[src/rtl/mam_arb_pkg.sv]
// Shared types and constants for the MAM request arbiter.
package mam_arb_pkg;

    localparam int unsigned MAM_BEATS_W = 14;

    typedef enum logic [1:0] {
        StIdle,
        StReq,
        StWrite,
        StRead
    } mam_arb_state_t;

endpackage

[src/rtl/mam_arb_select.sv]
// One-hot winner selection for the MAM arbiter.
// MAM_ARB_RR_EN: round-robin from last winner + 1; otherwise lowest index wins.
module mam_arb_select
    import mam_arb_pkg::*;
#(
    parameter int unsigned N_REQ = 2
) (
    input  logic [N_REQ-1:0]         req_i,
`ifdef MAM_ARB_RR_EN
    input  logic [$clog2(N_REQ)-1:0] last_i,
`endif
    output logic [N_REQ-1:0]         win_o
);

    always_comb begin
        logic found;
        found = 1'b0;
        win_o = '0;
`ifdef MAM_ARB_RR_EN
        // Scan offsets in order; at each offset exactly one index is the candidate.
        for (int unsigned k = 0; k < N_REQ; k++) begin
            for (int unsigned i = 0; i < N_REQ; i++) begin
                if (!found && req_i[i] && (i == (32'(last_i) + k + 32'd1) % N_REQ)) begin
                    win_o[i] = 1'b1;
                    found    = 1'b1;
                end
            end
        end
`else
        for (int unsigned k = 0; k < N_REQ; k++) begin
            if (!found && req_i[k]) begin
                win_o[k] = 1'b1;
                found    = 1'b1;
            end
        end
`endif
    end

endmodule

[src/rtl/mam_req_arbiter.sv]
// Shares one MAM access port between N_REQ requesters, locking the grant for a full transaction.
// MAM_ARB_RR_EN selects round-robin arbitration; undefined gives fixed lowest-index priority.
module mam_req_arbiter
    import mam_arb_pkg::*;
#(
    parameter int unsigned N_REQ      = 2,
    parameter int unsigned DATA_WIDTH = 16,
    parameter int unsigned ADDR_WIDTH = 32
) (
    input  logic                           CLK_I,
    input  logic                           RST_NI,

    input  logic [N_REQ-1:0]               req_valid,
    input  logic [N_REQ-1:0]               req_rw,
    input  logic [N_REQ-1:0]               req_burst,
    input  logic [N_REQ*ADDR_WIDTH-1:0]    req_addr,
    input  logic [N_REQ*MAM_BEATS_W-1:0]   req_beats,
    output logic [N_REQ-1:0]               req_ready,

    input  logic [N_REQ-1:0]               write_valid,
    input  logic [N_REQ*DATA_WIDTH-1:0]    write_data,
    input  logic [N_REQ*DATA_WIDTH/8-1:0]  write_strb,
    output logic [N_REQ-1:0]               write_ready,

    output logic [N_REQ-1:0]               read_valid,
    output logic [DATA_WIDTH-1:0]          read_data,
    input  logic [N_REQ-1:0]               read_ready,

    output logic                           m_req_valid,
    input  logic                           m_req_ready,
    output logic                           m_req_rw,
    output logic                           m_req_burst,
    output logic [ADDR_WIDTH-1:0]          m_req_addr,
    output logic [MAM_BEATS_W-1:0]         m_req_beats,

    output logic                           m_write_valid,
    output logic [DATA_WIDTH-1:0]          m_write_data,
    output logic [DATA_WIDTH/8-1:0]        m_write_strb,
    input  logic                           m_write_ready,

    input  logic                           m_read_valid,
    input  logic [DATA_WIDTH-1:0]          m_read_data,
    output logic                           m_read_ready
);

    localparam int unsigned STRB_W = DATA_WIDTH / 8;
    localparam logic [MAM_BEATS_W-1:0] ONE_BEAT = MAM_BEATS_W'(1);

    mam_arb_state_t         state_q, state_d;
    logic [N_REQ-1:0]       grant_q, grant_d;
    logic [N_REQ-1:0]       win;
    logic [MAM_BEATS_W-1:0] beats_q, beats_d;

    logic                   sel_req_valid, sel_rw, sel_burst;
    logic                   sel_write_valid, sel_read_ready;
    logic [ADDR_WIDTH-1:0]  sel_addr;
    logic [MAM_BEATS_W-1:0] sel_beats, sel_eff_beats;
    logic [DATA_WIDTH-1:0]  sel_wdata;
    logic [STRB_W-1:0]      sel_wstrb;

`ifdef MAM_ARB_RR_EN
    localparam int unsigned PTR_W = $clog2(N_REQ);

    logic [PTR_W-1:0] last_q, last_d;

    always_comb begin
        last_d = last_q;
        if (state_q == StIdle) begin
            for (int unsigned i = 0; i < N_REQ; i++) begin
                if (win[i]) begin
                    last_d = PTR_W'(i);
                end
            end
        end
    end

    always_ff @(posedge CLK_I or negedge RST_NI) begin
        if (!RST_NI) begin
            last_q <= PTR_W'(N_REQ - 1);
        end else begin
            last_q <= last_d;
        end
    end
`endif

    mam_arb_select #(
        .N_REQ (N_REQ)
    ) u_select (
        .req_i  (req_valid),
`ifdef MAM_ARB_RR_EN
        .last_i (last_q),
`endif
        .win_o  (win)
    );

    // Granted-slice mux; grant_q is one-hot (or zero in IDLE).
    always_comb begin
        sel_req_valid   = 1'b0;
        sel_rw          = 1'b0;
        sel_burst       = 1'b0;
        sel_write_valid = 1'b0;
        sel_read_ready  = 1'b0;
        sel_addr        = '0;
        sel_beats       = '0;
        sel_wdata       = '0;
        sel_wstrb       = '0;
        for (int unsigned i = 0; i < N_REQ; i++) begin
            if (grant_q[i]) begin
                sel_req_valid   = req_valid[i];
                sel_rw          = req_rw[i];
                sel_burst       = req_burst[i];
                sel_write_valid = write_valid[i];
                sel_read_ready  = read_ready[i];
                sel_addr        = req_addr[i*ADDR_WIDTH +: ADDR_WIDTH];
                sel_beats       = req_beats[i*MAM_BEATS_W +: MAM_BEATS_W];
                sel_wdata       = write_data[i*DATA_WIDTH +: DATA_WIDTH];
                sel_wstrb       = write_strb[i*STRB_W +: STRB_W];
            end
        end
    end

    // A zero-length burst still moves one beat.
    assign sel_eff_beats = (sel_burst && (sel_beats != '0)) ? sel_beats : ONE_BEAT;

    always_comb begin
        state_d       = state_q;
        grant_d       = grant_q;
        beats_d       = beats_q;
        req_ready     = '0;
        write_ready   = '0;
        read_valid    = '0;
        read_data     = '0;
        m_req_valid   = 1'b0;
        m_req_rw      = 1'b0;
        m_req_burst   = 1'b0;
        m_req_addr    = '0;
        m_req_beats   = '0;
        m_write_valid = 1'b0;
        m_write_data  = '0;
        m_write_strb  = '0;
        m_read_ready  = 1'b0;

        unique case (state_q)
            StIdle: begin
                if (|req_valid) begin
                    grant_d = win;
                    state_d = StReq;
                end
            end
            StReq: begin
                m_req_valid = sel_req_valid;
                m_req_rw    = sel_rw;
                m_req_burst = sel_burst;
                m_req_addr  = sel_addr;
                m_req_beats = sel_eff_beats;
                req_ready   = grant_q & {N_REQ{m_req_ready}};
                if (sel_req_valid && m_req_ready) begin
                    beats_d = sel_eff_beats;
                    state_d = sel_rw ? StWrite : StRead;
                end
            end
            StWrite: begin
                m_write_valid = sel_write_valid;
                m_write_data  = sel_wdata;
                m_write_strb  = sel_wstrb;
                write_ready   = grant_q & {N_REQ{m_write_ready}};
                if (sel_write_valid && m_write_ready) begin
                    beats_d = beats_q - ONE_BEAT;
                    if (beats_q == ONE_BEAT) begin
                        state_d = StIdle;
                        grant_d = '0;
                    end
                end
            end
            StRead: begin
                read_valid   = grant_q & {N_REQ{m_read_valid}};
                read_data    = m_read_data;
                m_read_ready = sel_read_ready;
                if (m_read_valid && sel_read_ready) begin
                    beats_d = beats_q - ONE_BEAT;
                    if (beats_q == ONE_BEAT) begin
                        state_d = StIdle;
                        grant_d = '0;
                    end
                end
            end
            default: begin
                state_d = StIdle;
                grant_d = '0;
            end
        endcase
    end

    always_ff @(posedge CLK_I or negedge RST_NI) begin
        if (!RST_NI) begin
            state_q <= StIdle;
            grant_q <= '0;
            beats_q <= '0;
        end else begin
            state_q <= state_d;
            grant_q <= grant_d;
            beats_q <= beats_d;
        end
    end

endmodule

[config.mk]
export PLATFORM = sky130hd
export DESIGN_NAME = mam_req_arbiter
export DESIGN_NICKNAME = d
export VERILOG_FILES = /design/src/rtl/mam_arb_pkg.sv /design/src/rtl/mam_arb_select.sv /design/src/rtl/mam_req_arbiter.sv
export SDC_FILE = /design/constraint.sdc
export NUM_CORES = 1
export LEC_CHECK = 0
export BUFFER_PORTS_ARGS = -buffer_cell sky130_fd_sc_hd__buf_2
export CORE_AREA = 2 2 97 99
export CTS_CLUSTER_SIZE = 30
export DETAILED_ROUTE_END_ITERATION = 7
export DIE_AREA = 0 0 99 101
export PLACE_DENSITY_LB_ADDON = 0.25
export SYNTH_ARGS = -nofsm -noshare
export SYNTH_HDL_FRONTEND = slang
export SYNTH_SLANG_ARGS = --single-unit
[constraint.sdc]
create_clock -name CLK_I -period 2.92 [get_ports CLK_I]
set_input_delay 0.584 -clock CLK_I [delete_from_list [all_inputs] [get_ports CLK_I]]
set_output_delay 0.584 -clock CLK_I [all_outputs]
set_load 0.1 [all_outputs]
## Word-level counts from Yosys, hierarchy flattened

Cells that the tools add are included.

| storage, ports and cells | value |
|---|---|
| input bits | 159 |
| output and inout port bits | 91 |
| register bits after elaboration | 18 |

| operators by class | value |
|---|---|
| equality and inequality tests | 8 |
| bitwise logic cells | 3 |
| add/sub/neg operators | 1 |
| reduce and logical (&&, ||, !) cells | 14 |
| mux-type cells | 50 |

Operators with widths:

| kind | count |
|---|---|
| two-way mux 14 bit | 7 |
| two-way mux 32 bit | 3 |
| two-way mux 16 bit | 4 |
| case mux 14 bit (3 select lines) | 1 |
| two-way mux 2 bit | 15 |
| two-way mux 1 bit | 18 |
| == test 14 x 1 -> 1 bit (second input constant) | 1 |
| nonzero test 14 bit | 1 |
| subtractor 14 x 1 -> 14 bit (second input constant) | 1 |
| AND reduction 4 bit | 3 |
| inequality test 2 bit (second input constant) | 4 |
| case mux 2 bit (4 select lines) | 1 |
| AND 2 bit | 3 |
| case mux 2 bit (3 select lines) | 1 |
| nonzero test 3 bit | 2 |
| logical AND 1 bit | 5 |
| == test 2 bit (second input constant) | 2 |
| == test 2 x 1 -> 1 bit (second input constant) | 1 |
| logical NOT 2 bit | 1 |
| OR reduction 2 bit | 1 |
| logical NOT 1 bit | 1 |

## Longest topological paths before layout

| logic depth | value |
|---|---|
| word-level depth | 7 |
| mapped depth | 8 |
| depth with buffers taken out | 7 |

## Cells and area by module

A second synthesis with hierarchy kept.

| second synthesis, totals | value |
|---|---|
| cells, all modules | 320 |
| area, all modules | 2372.3 um^2 |

By module, submodules not included:

| module | times used | cells each | area an instance (um^2) |
|---|---|---|---|
| mam_req_arbiter | 1 | 318 | 2351.0 |
| mam_arb_select | 1 | 2 | 21.3 |

## Worst setup path before layout

No wires, ideal clock.

| timing path | value |
|---|---|
| kind | input to output |
| from | input port req_burst[0] |
| to | output port m_req_beats[3] |
| cell stages on the path | 6 |
| data arrival time | 3.362 ns |
| path slack | -1.026 ns |
| cells stage by stage | and3b_1 -> clkbuf_1 -> o21ai_1 -> inv_1 -> nand2_1 -> nor2_1 |

| between the ends | value |
|---|---|
| longest elaborated chain between the ends | 5 |

RTL lines:

| what | line | source |
|---|---|---|
| from (decl) | mam_req_arbiter.sv:15 | `input logic [N_REQ-1:0] req_burst,` |
| two-way mux 1 bit (2 in a row) | mam_req_arbiter.sv:108 | `if (grant_q[i]) begin` |
| logical AND 1 bit | mam_req_arbiter.sv:123 | `assign sel_eff_beats = (sel_burst && (sel_beats != '0)) ? sel_beats : ONE_BEAT;` |
| two-way mux 14 bit | mam_req_arbiter.sv:123 |  |
| two-way mux 14 bit | mam_req_arbiter.sv:143 | `unique case (state_q)` |
| to (decl) | mam_req_arbiter.sv:34 | `output logic [MAM_BEATS_W-1:0] m_req_beats,` |

Every way passes these cells.

## Worst setup path in the final report

| timing path | value |
|---|---|
| from | register state_q[1] |
| to | output port m_req_addr[12] |

| between the ends | value |
|---|---|
| longest elaborated chain between the ends | 2 |

RTL lines:

| what | line | source |
|---|---|---|
| from (decl) | mam_req_arbiter.sv:49 | `mam_arb_state_t state_q, state_d;` |
| from (signal assigned) | mam_req_arbiter.sv:196 | `state_q <= StIdle;` |
| from (signal assigned) | mam_req_arbiter.sv:200 | `state_q <= state_d;` |
| == test 2 x 1 -> 1 bit | mam_req_arbiter.sv:143 |  |
| two-way mux 32 bit | mam_req_arbiter.sv:143 |  |
| to (decl) | mam_req_arbiter.sv:33 | `output logic [ADDR_WIDTH-1:0] m_req_addr,` |

Every way passes these cells.

==> key figures <==
Outcome
  • Status: finished, final reports clean

Place
  • Placed cell area: 4750 µm²
  • Buffers on Ports: 249
  • Final HPWL from detailed placement: 10800 µm
  • Post-Place Cells: 648
  • Global placement routability congestion: 0.874

Synthesis
  • Sequential share of the synthesized area: 19.6%
  • Most common cell in the netlist: a22o_1
  • Synth Area in Compound Gates: 45.8%
  • Dominant synthesized flop cell: dfrtp_1
  • Most frequent cells after synthesis: a22o_1, nor2_1, and2_1, o21ai_0, clkbuf_1
  • Adder-cell share of the synthesized area: 3.27%
  • Post-synth top area share: 19.8%
  • Post-synth ARST share: 100%
  • Count of state elements after synthesis: 18
  • Distinct cells, synth: 49
  • Syn avg cell area: 7.56 µm²
  • Cell taking the most area after synthesis: a22o_1
  • Post-Syn Area: 2300 µm²
  • Top cells by area, synth: a22o_1, dfrtp_1, nor2_1
  • Synthesized instance count: 304
  • Post-synth EDFFs: 0
  • Post-synthesis simple-gate area fraction: 24.3%
  • Mux cell area share after synthesis: 1.09%
  • Synth Net Count: 469
  • Yosys Warn Count: 0
  • Largest family of logic cells by synthesized area: compound AO/OA/AOI/OAI gates
  • Xor and xnor area share after synthesis: 0%

Run
  • Max Cap Viol: 0

Setup path
  • Data arrival, critical path: 2.11 ns
  • CP Class: flop to output pin
  • CP Launch Type: flop
  • Crit path max-delay family: buffers and inverters
  • Largest stage delay on the critical path: 0.44 ns
  • Reg-to-Reg Start: state_q[1]
  • Top fanout value on the critical path: 18
  • Worst Path Required: 2.34 ns
  • CP cell instances: inv_1, ha_2, inv_1, nor3_2, buf_4, a22o_1, buf_12
  • Crit path capture type: output pin
  • Reg-to-reg setup timing slack: 0.64 ns
  • Crit-path most repeated cell: inv_1
  • Buffers plus inverters on the worst setup path: 4
  • Critical path's slowest cell: dfrtp_1
  • Worst setup path start: state_q[1]

Floorplan
  • Initial cell density of the core: 25.6%
  • Core Rows: 35
  • Die Height: 101 µm
  • I/O pin cnt: 250
  • Die width: 99 µm
  • Die area: 10000 µm²
  • Core Box Area: 8980 µm²

Global route
  • Largest net degree at the start of global routing: 34
  • Grt ovf: 0
  • Vias in the first global route: 3392
  • Initial antenna violation count: 1
  • First-pass GRT wire length: 18400 µm
  • GR Util All Layers: 23.5%

Layout
  • Share of cells above drive strength 1: 53.6%
  • Post-route cell area: 4810 µm²
  • Non-Filler Instances: 654
  • Area Overhead vs Synth: 110%
  • Final nets: 707
  • Final Util: 53.6%

Power
  • Clock share of power: 4.0%
  • Seq pwr share: 8.7%
  • Sw Ratio: 62.4%
  • VDD IR-drop max: 0.921 mV
  • Comb pwr share: 87.3%
  • Int Pwr: 2.05 mW
  • NetSw: 3.40 mW
  • Pwr dens: 1130 nW/µm²
  • P_leak: 2.29 nW

Clock tree
  • H-tree depth: 1
  • Clock root buffer: clkbuf_8
  • Sinks on Clock Net: 18
  • Clock Pin Slew Worst Setup and Hold Paths: 0.08 ns
  • Clock buffer depth: 2
  • CTS tree: yes
  • Skew-Pair Late Insertion Delay: 0.26 ns
  • Number of CTS-inserted buffers: 3

STA
  • RSZ-0062 raised after global routing: false
  • Fin Hold WS: 0.263 ns
  • Fin Clk Skew: 0.00236 ns
  • Fin crit share: 92.4%
  • Final Hold Fails: 0
  • Max Freq: 0.371 GHz
  • Period minus WS final: 2.70 ns
  • Max Transition Viols Final: 0
  • Worst Tran Pin Value: 0.600 ns
  • Rel. slew slack: 60.0%
  • Final setup fails: 0

Hold path
  • HP Class: input port to async pin

Routing
  • Residual DRC: 0
  • WL final: 12800 µm
  • ANT nets after route: 0
  • Via Count: 3569
  • Vias per cell: 5.46
  • Routed wire per std cell: 19.5 µm
  • Pre-antenna DRT Iters: 5
  • Drt first-iter violations: 185
[cell families (layout without fill, tap and decap cells)]
family | after synthesis | after routing
and+or+nand+nor | 106 | 106
DFF | 18 | 18
buffers and inverters | 35 | 272
other | 0 | 2
AOI/OAI and AO/OA | 137 | 137
muxes | 2 | 2
adders and majority gates | 6 | 6
[cell type report]
class | instances | area, µm²
fillers | 825 | 4160
repair buffers | 260 | 2330
multi-input cells | 251 | 1800
flip-flops and latches | 18 | 450
well taps | 111 | 139
clock buffers | 4 | 55.1
inverters | 8 | 33.8
diodes | 2 | 5.00
[worst paths after layout]
kind                             endpoint  depth (start not counted)
setup / recovery           m_req_addr[12]                          7
hold / removal                 beats_q[7]                          1
setup reg to reg              beats_q[12]                          6
hold reg to reg               beats_q[13]                          1
max in group asynchronous     beats_q[13]                          1
min in group CLK_I            beats_q[13]                          1
[flip-flops by register name (all words and copies together), names as in the netlist]
name     cells
state_q      2
grant_q      2
beats_q     14
[power groups by stage]
stage                     combinational [mW]  clock, mW  sequential, mW
after floorplan                         3.22          0           0.433
after global placement                  4.70          0           0.466
after detailed placement                4.74          0           0.474
after CTS                               4.75      0.217           0.470
after global routing                    4.97      0.231           0.488
final                                   4.76      0.217           0.473
[worst reg2reg max path, cell delays in order (launching register included)]
cell	delay [ns]
dfrtp_1	0.44
ha_1	0.42
nor2_1	0.52
o21ai_1	0.36
nor2_1	0.19
a21oi_1	0.07
o21ai_0	0.18
[through the flow]
step           setup TNS [ns]  total power, mW  worst slack [ns]
2_1_floorplan           -1.16             3.65           -0.0837
3_3_place_gp                0             5.17             0.453
3_5_place_dp                0             5.22             0.438
4_1_cts                     0             5.44             0.150
5_1_grt                     0             5.69            0.0717
6_report                    0             5.45             0.221
[metal layers]
layer | vias to the layer above | share of wire (%) | global-route usage (%)
met5 | - | 0 | 0
met3 | 30 | 9.0 | 5.83
met1 | 1648 | 39 | 28.9
li1 | 1665 | - | -
met2 | 226 | 50 | 40.5
met4 | 0 | 2.8 | 7.17
[placed cells by master (no fill, tap or decap), types with 2 or more instances in the layout]
cell         n
buf_4       11
a22oi_1     15
o22a_1       3
diode_2      2
nor4_1       8
a211oi_1     2
dfrtp_1     18
o211ai_1     2
nor2_1      26
nor3_1       4
inv_1        7
a21oi_1     14
and3_1       7
nor2_2       5
or4_1        2
a22o_1      52
and2_1      20
buf_12      67
a221oi_1     5
nand3_1      2
clkbuf_8     4
nand4_1      3
o41ai_1      2
o41ai_2      2
nand2_1      8
a31oi_1      2
o21ai_0     20
o32a_1       2
nor2_4       6
ha_1         5
a2bb2oi_1    4
nor3b_1      2
buf_2      182
nor2b_1      3
[timing repair]
action	in CTS	in global routing
setup endpoints to repair	0	20
setup buffers	0	0
hold buffers	0	0
resized for setup	0	1
Note: power is estimated with default switching activity, not from simulation.
